File: src/rtl/sprite_path_mover_pkg.sv
// Shared definitions for the sprite path mover: FSM states, move directions
// and the bit layout of a path segment table entry.
// Segment entry layout, MSB first: {en, kind, c[X_W:0], xmin[X_W-1:0], xmax[X_W-1:0]}.
package sprite_path_mover_pkg;

    typedef enum logic [2:0] {
        ST_IDLE,
        ST_CHECK,
        ST_REJECT,
        ST_ERASE_REQ,
        ST_ERASE_WAIT,
        ST_UPDATE,
        ST_DRAW_REQ,
        ST_DRAW_WAIT
    } state_t;

    // bit0 set = step towards -x, bit1 set = step towards -y
    typedef enum logic [1:0] {
        DIR_PXPY = 2'd0,
        DIR_MXPY = 2'd1,
        DIR_PXMY = 2'd2,
        DIR_MXMY = 2'd3
    } dir_t;

    localparam logic KIND_ANTI = 1'b0;  // x + y == c
    localparam logic KIND_DIAG = 1'b1;  // x - y == c (wrapping)

    localparam int SEG_XMAX_LSB = 0;

    function automatic int seg_w(input int xw);
        return 3 * xw + 3;
    endfunction

    function automatic int seg_xmin_lsb(input int xw);
        return xw;
    endfunction

    function automatic int seg_c_lsb(input int xw);
        return 2 * xw;
    endfunction

    function automatic int seg_kind_bit(input int xw);
        return 3 * xw + 1;
    endfunction

    function automatic int seg_en_bit(input int xw);
        return 3 * xw + 2;
    endfunction

endpackage

File: src/rtl/sprite_path_mover_if.sv
// Handshake/bus bundle between the direction logic, the path mover and the
// sprite drawer. Signal suffixes are from the path mover's point of view.
interface sprite_path_mover_if #(
    parameter int X_W     = 9,
    parameter int Y_W     = 8,
    parameter int NUM_SEG = 8
);
    localparam int IDX_W = $clog2(NUM_SEG);
    localparam int SEG_W = sprite_path_mover_pkg::seg_w(X_W);

    logic             move_i;
    logic [1:0]       dir_i;
    logic             seg_we_i;
    logic [IDX_W-1:0] seg_idx_i;
    logic [SEG_W-1:0] seg_data_i;
    logic             seg_ready_o;
    logic             done_bg_i;
    logic             done_char_i;
    logic             draw_bg_o;
    logic             draw_char_o;
    logic [X_W-1:0]   x_coord_o;
    logic [Y_W-1:0]   y_coord_o;
    logic             busy_o;
    logic             move_rejected_o;

    modport slave (
        input  move_i, dir_i, seg_we_i, seg_idx_i, seg_data_i, done_bg_i, done_char_i,
        output seg_ready_o, draw_bg_o, draw_char_o, x_coord_o, y_coord_o, busy_o,
               move_rejected_o
    );

    modport master (
        output move_i, dir_i, seg_we_i, seg_idx_i, seg_data_i, done_bg_i, done_char_i,
        input  seg_ready_o, draw_bg_o, draw_char_o, x_coord_o, y_coord_o, busy_o,
               move_rejected_o
    );
endinterface

File: src/rtl/sprite_path_mover_path_seg_table.sv
// Runtime-loadable path segment table. Reset only clears the enable bits so
// the array itself needs no reset network; reads are combinational.
module path_seg_table
    import sprite_path_mover_pkg::*;
#(
    parameter int X_W     = 9,
    parameter int NUM_SEG = 8,
    localparam int IDX_W  = $clog2(NUM_SEG),
    localparam int SEG_W  = seg_w(X_W)
) (
    input  logic             clk_i,
    input  logic             rst_i,
    input  logic             we_i,
    input  logic [IDX_W-1:0] widx_i,
    input  logic [SEG_W-1:0] wdata_i,
    input  logic [IDX_W-1:0] ridx_i,
    output logic [SEG_W-1:0] rdata_o
);
    localparam int EN_BIT = seg_en_bit(X_W);

    logic [NUM_SEG-1:0][SEG_W-1:0] tbl_q;

    // Write port; reset disables every entry but leaves its geometry alone
    always_ff @(posedge clk_i) begin
        if (rst_i) begin
            for (int i = 0; i < NUM_SEG; i++) begin
                tbl_q[i][EN_BIT] <= 1'b0;
            end
        end else if (we_i) begin
            tbl_q[widx_i] <= wdata_i;
        end
    end

    assign rdata_o = tbl_q[ridx_i];
endmodule

File: src/rtl/sprite_path_mover.sv
// Sprite path mover: rate-limits diagonal move requests, scans the path
// segment table for the candidate position and sequences the drawer
// erase/update/draw handshake.
// Optional macro SPRITE_MOVE_QUEUE_EN: keeps one pending move captured while
// busy and starts it immediately on completion of the current one.
module sprite_path_mover
    import sprite_path_mover_pkg::*;
#(
    parameter int X_W      = 9,
    parameter int Y_W      = 8,
    parameter int NUM_SEG  = 8,
    parameter int STEP     = 1,
    parameter int TICK_DIV = 6250000,
    parameter int START_X  = 96,
    parameter int START_Y  = 222,
    parameter int SCREEN_W = 320,
    parameter int SCREEN_H = 240
) (
    input logic                clock_i,
    input logic                reset_i,
    sprite_path_mover_if.slave bus
);
    localparam int IDX_W = $clog2(NUM_SEG);
    localparam int SEG_W = seg_w(X_W);
    localparam int CW    = X_W + 2;
    localparam int TW    = $clog2(TICK_DIV + 1);
    localparam logic [X_W:0] STEP_X = (X_W+1)'(STEP);
    localparam logic [Y_W:0] STEP_Y = (Y_W+1)'(STEP);

    state_t           state_q;
    logic [X_W-1:0]   x_q;
    logic [Y_W-1:0]   y_q;
    logic [X_W:0]     cand_x_q;
    logic [Y_W:0]     cand_y_q;
    logic [IDX_W-1:0] chk_idx_q;
    logic             valid_q;
    logic             draw_bg_q;
    logic             draw_char_q;
    logic             rej_q;
    logic [TW-1:0]    tick_cnt_q;
    logic             tick;

    // Free-running move tick divider
    assign tick = (tick_cnt_q == TW'(TICK_DIV - 1));
    always_ff @(posedge clock_i) begin
        if (reset_i || tick) tick_cnt_q <= '0;
        else                 tick_cnt_q <= tick_cnt_q + 1'b1;
    end

    dir_t dir_sel;
    logic pend_q;
`ifdef SPRITE_MOVE_QUEUE_EN
    dir_t pend_dir_q;
    assign dir_sel = pend_q ? pend_dir_q : dir_t'(bus.dir_i);
`else
    assign pend_q  = 1'b0;
    assign dir_sel = dir_t'(bus.dir_i);
`endif

    // Candidate carries one extra bit so under/overflow shows as the MSB
    logic [X_W:0] nx_d;
    logic [Y_W:0] ny_d;
    assign nx_d = dir_sel[0] ? ({1'b0, x_q} - STEP_X) : ({1'b0, x_q} + STEP_X);
    assign ny_d = dir_sel[1] ? ({1'b0, y_q} - STEP_Y) : ({1'b0, y_q} + STEP_Y);

    logic leave_busy, start_chk;
    assign leave_busy = (state_q == ST_REJECT) || (state_q == ST_DRAW_WAIT && bus.done_char_i);
    assign start_chk  = (state_q == ST_IDLE) ? (pend_q || (bus.move_i && tick))
                                             : (leave_busy && pend_q);

    logic [SEG_W-1:0] seg_rd;
    path_seg_table #(.X_W(X_W), .NUM_SEG(NUM_SEG)) u_tbl (
        .clk_i   (clock_i),
        .rst_i   (reset_i),
        .we_i    (bus.seg_we_i && state_q == ST_IDLE),
        .widx_i  (bus.seg_idx_i),
        .wdata_i (bus.seg_data_i),
        .ridx_i  (chk_idx_q),
        .rdata_o (seg_rd)
    );

    logic           seg_en, seg_kind, seg_hit, in_range, line_hit, off_screen;
    logic [X_W:0]   seg_c, diff;
    logic [X_W-1:0] seg_xmin, seg_xmax;
    logic [CW-1:0]  sum;
    assign seg_en     = seg_rd[seg_en_bit(X_W)];
    assign seg_kind   = seg_rd[seg_kind_bit(X_W)];
    assign seg_c      = seg_rd[seg_c_lsb(X_W) +: X_W+1];
    assign seg_xmin   = seg_rd[seg_xmin_lsb(X_W) +: X_W];
    assign seg_xmax   = seg_rd[SEG_XMAX_LSB +: X_W];
    assign sum        = CW'(cand_x_q) + CW'(cand_y_q);
    assign diff       = cand_x_q - (X_W+1)'(cand_y_q);
    assign in_range   = ({1'b0, seg_xmin} <= cand_x_q) && (cand_x_q <= {1'b0, seg_xmax});
    assign line_hit   = (seg_kind == KIND_DIAG) ? (diff == seg_c) : (sum == CW'(seg_c));
    assign seg_hit    = seg_en && line_hit && in_range;
    assign off_screen = cand_x_q[X_W] || cand_y_q[Y_W] || cand_x_q == '0 || cand_y_q == '0 ||
                        cand_x_q >= (X_W+1)'(SCREEN_W) || cand_y_q >= (Y_W+1)'(SCREEN_H);

    // Move sequencer with registered strobes and committed position
    always_ff @(posedge clock_i) begin
        if (reset_i) begin
            state_q     <= ST_IDLE;
            x_q         <= X_W'(START_X);
            y_q         <= Y_W'(START_Y);
            cand_x_q    <= '0;
            cand_y_q    <= '0;
            chk_idx_q   <= '0;
            valid_q     <= 1'b0;
            draw_bg_q   <= 1'b0;
            draw_char_q <= 1'b0;
            rej_q       <= 1'b0;
        end else begin
            draw_bg_q   <= 1'b0;
            draw_char_q <= 1'b0;
            rej_q       <= 1'b0;
            if (start_chk) begin
                state_q   <= ST_CHECK;
                cand_x_q  <= nx_d;
                cand_y_q  <= ny_d;
                chk_idx_q <= '0;
                valid_q   <= 1'b0;
            end else begin
                case (state_q)
                    ST_IDLE: ;
                    ST_CHECK: begin
                        if (seg_hit) valid_q <= 1'b1;
                        if (chk_idx_q == IDX_W'(NUM_SEG - 1)) begin
                            if (!off_screen && (valid_q || seg_hit)) begin
                                state_q   <= ST_ERASE_REQ;
                                draw_bg_q <= 1'b1;
                            end else begin
                                state_q <= ST_REJECT;
                                rej_q   <= 1'b1;
                            end
                        end else begin
                            chk_idx_q <= chk_idx_q + 1'b1;
                        end
                    end
                    ST_REJECT:     state_q <= ST_IDLE;
                    ST_ERASE_REQ:  state_q <= ST_ERASE_WAIT;
                    ST_ERASE_WAIT: if (bus.done_bg_i) state_q <= ST_UPDATE;
                    ST_UPDATE: begin
                        x_q         <= cand_x_q[X_W-1:0];
                        y_q         <= cand_y_q[Y_W-1:0];
                        state_q     <= ST_DRAW_REQ;
                        draw_char_q <= 1'b1;
                    end
                    ST_DRAW_REQ:   state_q <= ST_DRAW_WAIT;
                    ST_DRAW_WAIT:  if (bus.done_char_i) state_q <= ST_IDLE;
                    default:       state_q <= ST_IDLE;
                endcase
            end
        end
    end

`ifdef SPRITE_MOVE_QUEUE_EN
    // One-deep pending move: first request while busy wins, later ones drop
    always_ff @(posedge clock_i) begin
        if (reset_i) begin
            pend_q     <= 1'b0;
            pend_dir_q <= DIR_PXPY;
        end else if (start_chk && pend_q) begin
            pend_q <= 1'b0;
        end else if (state_q != ST_IDLE && bus.move_i && tick && !pend_q) begin
            pend_q     <= 1'b1;
            pend_dir_q <= dir_t'(bus.dir_i);
        end
    end
`endif

    assign bus.seg_ready_o     = (state_q == ST_IDLE);
    assign bus.busy_o          = (state_q != ST_IDLE);
    assign bus.draw_bg_o       = draw_bg_q;
    assign bus.draw_char_o     = draw_char_q;
    assign bus.move_rejected_o = rej_q;
    assign bus.x_coord_o       = x_q;
    assign bus.y_coord_o       = y_q;
endmodule

File: src/flat_wrapper.sv
// flat-port wrapper written by rule: the top's interface ports become plain ports
module sprite_path_mover_flat import sprite_path_mover_pkg::*;
#(
    parameter int X_W      = 9,
    parameter int Y_W      = 8,
    parameter int NUM_SEG  = 8,
    parameter int STEP     = 1,
    parameter int TICK_DIV = 6250000,
    parameter int START_X  = 96,
    parameter int START_Y  = 222,
    parameter int SCREEN_W = 320,
    parameter int SCREEN_H = 240
)
  (clock_i, reset_i, bus_move_i, bus_dir_i, bus_seg_we_i, bus_seg_idx_i, bus_seg_data_i, bus_done_bg_i, bus_done_char_i, bus_seg_ready_o, bus_draw_bg_o, bus_draw_char_o, bus_x_coord_o, bus_y_coord_o, bus_busy_o, bus_move_rejected_o);
  sprite_path_mover_if #(.X_W(X_W), .Y_W(Y_W), .NUM_SEG(NUM_SEG)) bus_i ();
  input logic clock_i;
  input logic reset_i;
  input wire logic [$bits(bus_i.move_i)-1:0] bus_move_i;
  input wire logic [$bits(bus_i.dir_i)-1:0] bus_dir_i;
  input wire logic [$bits(bus_i.seg_we_i)-1:0] bus_seg_we_i;
  input wire logic [$bits(bus_i.seg_idx_i)-1:0] bus_seg_idx_i;
  input wire logic [$bits(bus_i.seg_data_i)-1:0] bus_seg_data_i;
  input wire logic [$bits(bus_i.done_bg_i)-1:0] bus_done_bg_i;
  input wire logic [$bits(bus_i.done_char_i)-1:0] bus_done_char_i;
  output wire logic [$bits(bus_i.seg_ready_o)-1:0] bus_seg_ready_o;
  output wire logic [$bits(bus_i.draw_bg_o)-1:0] bus_draw_bg_o;
  output wire logic [$bits(bus_i.draw_char_o)-1:0] bus_draw_char_o;
  output wire logic [$bits(bus_i.x_coord_o)-1:0] bus_x_coord_o;
  output wire logic [$bits(bus_i.y_coord_o)-1:0] bus_y_coord_o;
  output wire logic [$bits(bus_i.busy_o)-1:0] bus_busy_o;
  output wire logic [$bits(bus_i.move_rejected_o)-1:0] bus_move_rejected_o;
  assign bus_i.move_i = bus_move_i;
  assign bus_i.dir_i = bus_dir_i;
  assign bus_i.seg_we_i = bus_seg_we_i;
  assign bus_i.seg_idx_i = bus_seg_idx_i;
  assign bus_i.seg_data_i = bus_seg_data_i;
  assign bus_i.done_bg_i = bus_done_bg_i;
  assign bus_i.done_char_i = bus_done_char_i;
  assign bus_seg_ready_o = bus_i.seg_ready_o;
  assign bus_draw_bg_o = bus_i.draw_bg_o;
  assign bus_draw_char_o = bus_i.draw_char_o;
  assign bus_x_coord_o = bus_i.x_coord_o;
  assign bus_y_coord_o = bus_i.y_coord_o;
  assign bus_busy_o = bus_i.busy_o;
  assign bus_move_rejected_o = bus_i.move_rejected_o;
  sprite_path_mover #(.X_W(X_W), .Y_W(Y_W), .NUM_SEG(NUM_SEG), .STEP(STEP), .TICK_DIV(TICK_DIV), .START_X(START_X), .START_Y(START_Y), .SCREEN_W(SCREEN_W), .SCREEN_H(SCREEN_H)) u_core (.clock_i(clock_i), .reset_i(reset_i), .bus(bus_i));
endmodule
File: config.mk
export PLATFORM = sky130hd
export DESIGN_NAME = sprite_path_mover_flat
export DESIGN_NICKNAME = d
export VERILOG_FILES = /design/src/rtl/sprite_path_mover_pkg.sv /design/src/rtl/sprite_path_mover_if.sv /design/src/rtl/sprite_path_mover_path_seg_table.sv /design/src/rtl/sprite_path_mover.sv /design/src/flat_wrapper.sv
export SDC_FILE = /design/constraint.sdc
export NUM_CORES = 1
export LEC_CHECK = 0
export CAP_MARGIN = 40
export CORE_MARGIN = 2
export CORE_UTILIZATION = 40
export CTS_CLUSTER_SIZE = 16
export DETAILED_ROUTE_END_ITERATION = 8
export PLACE_DENSITY_LB_ADDON = 0.05
export SLEW_MARGIN = 30
export SYNTH_ARGS = -nofsm -noshare
export SYNTH_HDL_FRONTEND = slang
export SYNTH_SLANG_ARGS = --single-unit
export TNS_END_PERCENT = 50
File: constraint.sdc
create_clock -name clock_i -period 5.4 [get_ports clock_i]
set_input_delay 1.35 -clock clock_i [delete_from_list [all_inputs] [get_ports clock_i]]
set_output_delay 1.35 -clock clock_i [all_outputs]
set_load 0.005 [all_outputs]
# ---- Yosys cells after proc, flatten, opt, wreduce, memory -nomap -nowiden
# Index checks and enable logic that the tools add are counted.
dict set report totals {
  reg_bits 309
  in_bits 41
  elab_cells 111
  out_inout_bits 22
}
dict set report classes {
  reduce_logical 29
  n_eq_ne 17
  bitwise 4
  magnitude_cmp 7
  add_sub_neg 8
  mux 18
}
# cell count
set ops {}
lappend ops {{bitwise mux 240 bit} 1}
lappend ops {{binary-select mux 30 bit (select 3 bit)} 1}
lappend ops {{demux 30 bit (select 3 bit)} 1}
lappend ops {{two-way mux 30 bit} 2}
lappend ops {{adder 23 x 1 -> 23 bit (second input constant)} 1}
lappend ops {{== test 23 bit (second input constant)} 1}
lappend ops {{case mux 3 bit (7 select lines)} 1}
lappend ops {{== test 3 bit (second input constant)} 5}
lappend ops {{adder 10 x 9 -> 11 bit} 1}
lappend ops {{== test 11 x 10 -> 1 bit} 1}
lappend ops {{adder 9 x 1 -> 10 bit (second input constant)} 1}
lappend ops {{== test 10 bit} 1}
lappend ops {{>= comparator 10 x 9 -> 1 bit (second input constant)} 1}
lappend ops {{<= comparator 10 x 9 -> 1 bit} 1}
lappend ops {{<= comparator 9 x 10 -> 1 bit} 1}
lappend ops {{logical NOT 10 bit} 1}
lappend ops {{two-way mux 10 bit} 1}
lappend ops {{subtractor 10 x 9 -> 10 bit} 1}
lappend ops {{subtractor 9 x 1 -> 10 bit (second input constant)} 1}
lappend ops {{adder 8 x 1 -> 9 bit (second input constant)} 1}
lappend ops {{>= comparator 9 x 8 -> 1 bit (second input constant)} 1}
lappend ops {{logical NOT 9 bit} 1}
lappend ops {{two-way mux 3 bit} 3}
lappend ops {{two-way mux 9 bit} 1}
lappend ops {{other kinds (23)} 52}

# ---- Longest topological paths before layout
dict set report logic_depth {
  ltp_word 12
  depth_mapped 16
  mapped_depth_nobuf 11
}

# ---- Cells and area by module
# A second synthesis with hierarchy kept.
dict set report unflattened {
  cells_unflattened 979
  area_unflattened_um2 14171.1
}
# mod cells_each area_each_um2 seq_area_each_um2 n_inst
set modules_own_cells {}
lappend modules_own_cells {path_seg_table 391 9456.6 7126.8 1}
lappend modules_own_cells {sprite_path_mover 588 4714.5 1381.3 1}

# ---- Worst setup path before layout
# Ideal clock, no wire load.
dict set report synth_path {
  kind {register -> register}
  start {register u_core.chk_idx_q[0]}
  end {register u_core.draw_bg_q (netlist: u_core.bus.draw_bg_o)}
  slack_ns 1.122
  required_time_ns 5.297
  arrival_time_ns 4.175
  stages_incl_launch_ff 16
  setup_ns 0.103
  synth_period_minus_slack_ns 4.278
  n_path_buf 4
  cell_sequence {dfxtp_1 buf_2 buf_4 buf_1 buf_2 mux4_2 mux2_2 ha_1 a21o_1 a21oi_1 nor2_1 nor4bb_1 o211ai_1 nor3_2 nand4_2 a2111oi_2}
}
dict set report synth_between {
  elab_chain_len 9
  elab_cells_between_ends 16
  cone_classes {2 x order compare; 3 x eq/ne; 4 x mux; 1 x bitwise; 6 x reduce/logical}
}
# element line
set synth_lines {}
lappend synth_lines {{start: declaration} sprite_path_mover.sv:35} ;# logic [IDX_W-1:0] chk_idx_q;
lappend synth_lines {{start signal: assignment} sprite_path_mover.sv:136} ;# chk_idx_q <= chk_idx_q + 1'b1;
lappend synth_lines {{parallel branches: the longest is 9 deep, another holds <= comparator 9 x 10 -> 1 bit} --}
lappend synth_lines {{end signal: assignment} sprite_path_mover.sv:109} ;# draw_bg_q <= 1'b0;
lappend synth_lines {{end signal: assignment} sprite_path_mover.sv:113} ;# draw_bg_q <= 1'b0;
lappend synth_lines {{end signal: assignment} sprite_path_mover.sv:130} ;# draw_bg_q <= 1'b1;
lappend synth_lines {{end: declaration} sprite_path_mover.sv:37} ;# logic draw_bg_q;
# Several ways; the timed one is not identified. The select of a mux whose other input is x is not followed.
# A chain may end at the register's enable or synchronous reset.

# ---- Worst setup path after layout
# Same ends and word-level chain as after synthesis.

==> impl_metrics.toml <==
[run_status]
status = "finished clean"

[floorplan]
die_area_um2 = 36000
num_rows = 68
die_h_um = 190
io_pins = 63
start_util = 0.402
die_w_um = 190
core_um2 = 34300

[placed_design]
place_area_um2 = 15100
dp.cells = 1475
dpl.hpwl_mm = 20.4
portBuffers = 62
place_congestion = 0.763

[final_layout]
drive_above_1_share = 0.156
num_antenna_cells = 0
postLayoutCellArea_um2 = 16300
fin_cells = 1543
num-nets-final = 1158
areaGrowthSynthToFinish_pct = 18.4

[power]
pwr_density_cell_nw_per_um2 = 323
p_leak_nw = 5.52
vdd_ir_drop_max_uv = 180

[clock_tree]
hold_buffers = 0
ctsResizeCount = 0
clockRootBuffer = "clkbuf_16"
post_cts_buffers = 0
cts_tree = "yes"
clk_latency_ns = 0.53
ctsLongestPathBuffers = 3
clkSlewWorstSetupHoldPaths_ns = 0.06
numCtsBuffers = 37
cts_num_sinks = 309
cts-htree-levels = 2

[route]
drcViolationCount = 0
drt.antenna.violating_nets = 0
avgViaCountPerCell = 5.31
wirelength_mm = 31.6
drt_iter0_markers = 485
vias = 8191
wire_per_inst_um = 20.5
first_pass_iters = 7

[grt]
antenna_found_initial = 0
grt_pass1_vias = 8166
grt_pass1_wl_mm = 49.0
gr-usage-all-layers = 0.180
grt-ovfl-total = 0
grt_max_degree = 44

[timing]
period_needed_ns = 3.67
hold_viol_final = 0
post-route-period-util = 0.679
fin_worst_skew_ns = 0.0206
slew_headroom = 0.538
rsz0062_at_grt = "false"
setup_viol = 0
fin_setup_tns_ns = 0
slew_viol_final = 0
tightest_slew_ns = 0.686
max_freq_mhz = 273

[worst_setup_path]
max_stage_delay_ns = 0.55
critPathLaunchType = "flop"
crit_buf_inv = 1
worst-setup-path-type = "flop to flop"
crit_chain = "buf_16 > mux4_2 > mux2_2 > ha_1 > a21oi_1 > nor2b_1 > o21ai_0 > nor4bb_1 > o211ai_1 > nor3_2 > nand4_2 > a2111oi_2"
r2r_setup_slack_ns = 1.73
slowest_stage = "mux4_2"
cp.arrival_ns = 4.09
endpoint_kind = "flop"
crit_family = "multiplexers"
crit_required_ns = 5.82
worstPathMaxFanout = 30

[synth]
synthArstFlopShare = 0
syn_area_um2 = 13800
seq_area_frac_synth = 0.617
synth.avg_cell_area_um2 = 14.1
synth_seq_cells = 309
synth_most_common_cell = "edfxtp_1"
netlist.area_leader.share = 0.505
synth_edf_count = 232
syn-num-nets = 1080
synth_ff_type = "edfxtp_1"
synth_cells = 981
synth.distinct_cells = 69
synth_common_cells = "edfxtp_1, dfxtp_1, nor2_1, mux4_2, nand2_1"
synth_top_area_cell = "edfxtp_1"
synth.area.top_cells = "edfxtp_1, dfxtp_1, mux4_2, ha_1, nor2_1"
yosysWarnings = 0

[job]
cap_violations = 0

[hold_path]
hp-class = "flop to flop"
## state kept, by name, indices dropped and copies added, names as in the netlist
signal	cells
u_core.bus.draw_bg_o	1
u_core.bus.draw_char_o	1
u_core.bus.move_rejected_o	1
u_core.bus.x_coord_o	9
u_core.bus.y_coord_o	8
u_core.cand_x_q	10
u_core.cand_y_q	9
u_core.chk_idx_q	3
u_core.state_q	3
u_core.tick_cnt_q	23
u_core.u_tbl.tbl_q	240
u_core.valid_q	1
## final cells by class
class / instances / area (um^2)
fill: 3007 / 18000
tap: 455 / 569
clock inverter: 19 / 240
timing repair buffer: 82 / 815
inverter: 50 / 188
clock buffer: 49 / 1030
sequential: 309 / 8510
multi-input combinational: 579 / 4970
## routing by layer
metal | up-vias | share of wire | routed length (um) | GRT usage
met5 | - | 0 | 0 | 0
met4 | 0 | 0.017 | 539 | 0.0438
met3 | 40 | 0.038 | 1200 | 0.0286
met2 | 160 | 0.47 | 14700 | 0.288
met1 | 4093 | 0.48 | 15200 | 0.258
li1 | 3898 | - | - | -
## cell usage in the layout, fill, tap and decap left out, types with 4 or more instances in the layout
cell type / synthesis / routed
edfxtp_1: 232 / 232
dfxtp_1: 77 / 74
nor2_1: 76 / 72
clkdlybuf4s50_1: 0 / 62
mux4_2: 60 / 60
nand2_1: 60 / 60
ha_1: 54 / 54
a21oi_1: 51 / 51
inv_1: 50 / 50
clkbuf_16: 0 / 38
o21ai_0: 31 / 31
mux2i_1: 25 / 25
xnor2_1: 25 / 25
nor3_1: 23 / 18
buf_4: 1 / 17
nand4_1: 16 / 16
xor2_1: 15 / 15
nand3_1: 13 / 12
nor2b_1: 10 / 10
mux2_2: 9 / 9
o211ai_1: 9 / 9
nor3_2: 2 / 7
o21ai_1: 7 / 7
clkinv_2: 0 / 7
clkbuf_1: 29 / 7
or3_1: 6 / 6
and3_1: 6 / 6
nor4_1: 6 / 6
a31oi_1: 6 / 6
a21o_1: 5 / 5
bufinv_16: 0 / 5
clkinv_1: 0 / 5
nor2_4: 0 / 4
o21a_1: 4 / 4
o311ai_0: 4 / 4
fa_1: 4 / 4
clkbuf_8: 0 / 4
## power breakdown
part           internal, mW  switching [mW]  leakage [nW]  total, mW
combinational        0.0531          0.0855          2.17      0.139
sequential             2.58         0.00650          2.72       2.58
clock                  1.59           0.967         0.628       2.56
total                  4.22            1.06          5.52       5.28
## path summary, 6_finish.rpt
check	start	end	depth (start not counted)
max reg2reg	u_core.chk_idx_q[0]	u_core.bus.draw_bg_o	12
min reg2reg	u_core.tick_cnt_q[0]	u_core.tick_cnt_q[0]	1
max	u_core.chk_idx_q[0]	u_core.bus.draw_bg_o	12
min	u_core.tick_cnt_q[0]	u_core.tick_cnt_q[0]	1
## cell families (layout without fill, tap and decap cells)
logic type               count (synthesis)  count (layout)  share of synthesized area
AO/OA/AOI/OAI                          142             142                     0.0635
multiplexers                            96              96                      0.126
flip-flops                             309             309                      0.617
XOR/XNOR                                40              40                     0.0254
adder cells (fa/ha/maj)                 58              58                     0.0548
buffers and inverters                   93             200                     0.0272
AND/OR/NAND/NOR                        243             243                     0.0864
## through the flow
stage | worst slack, ns | total power, mW | util | hold WS (ns)
2_1_floorplan | 1.12 | 2.69 | - | 0.430
5_1_grt | 1.48 | 5.46 | 0.476 | 0.485
4_1_cts | 1.65 | 5.36 | 0.476 | 0.469
3_5_place_dp | 1.44 | 2.77 | 0.439 | 0.455
6_report | 1.73 | 5.28 | 0.476 | 0.462
3_3_place_gp | 1.49 | 2.77 | 0.437 | 0.452
Power figures use the tool's default switching activity.
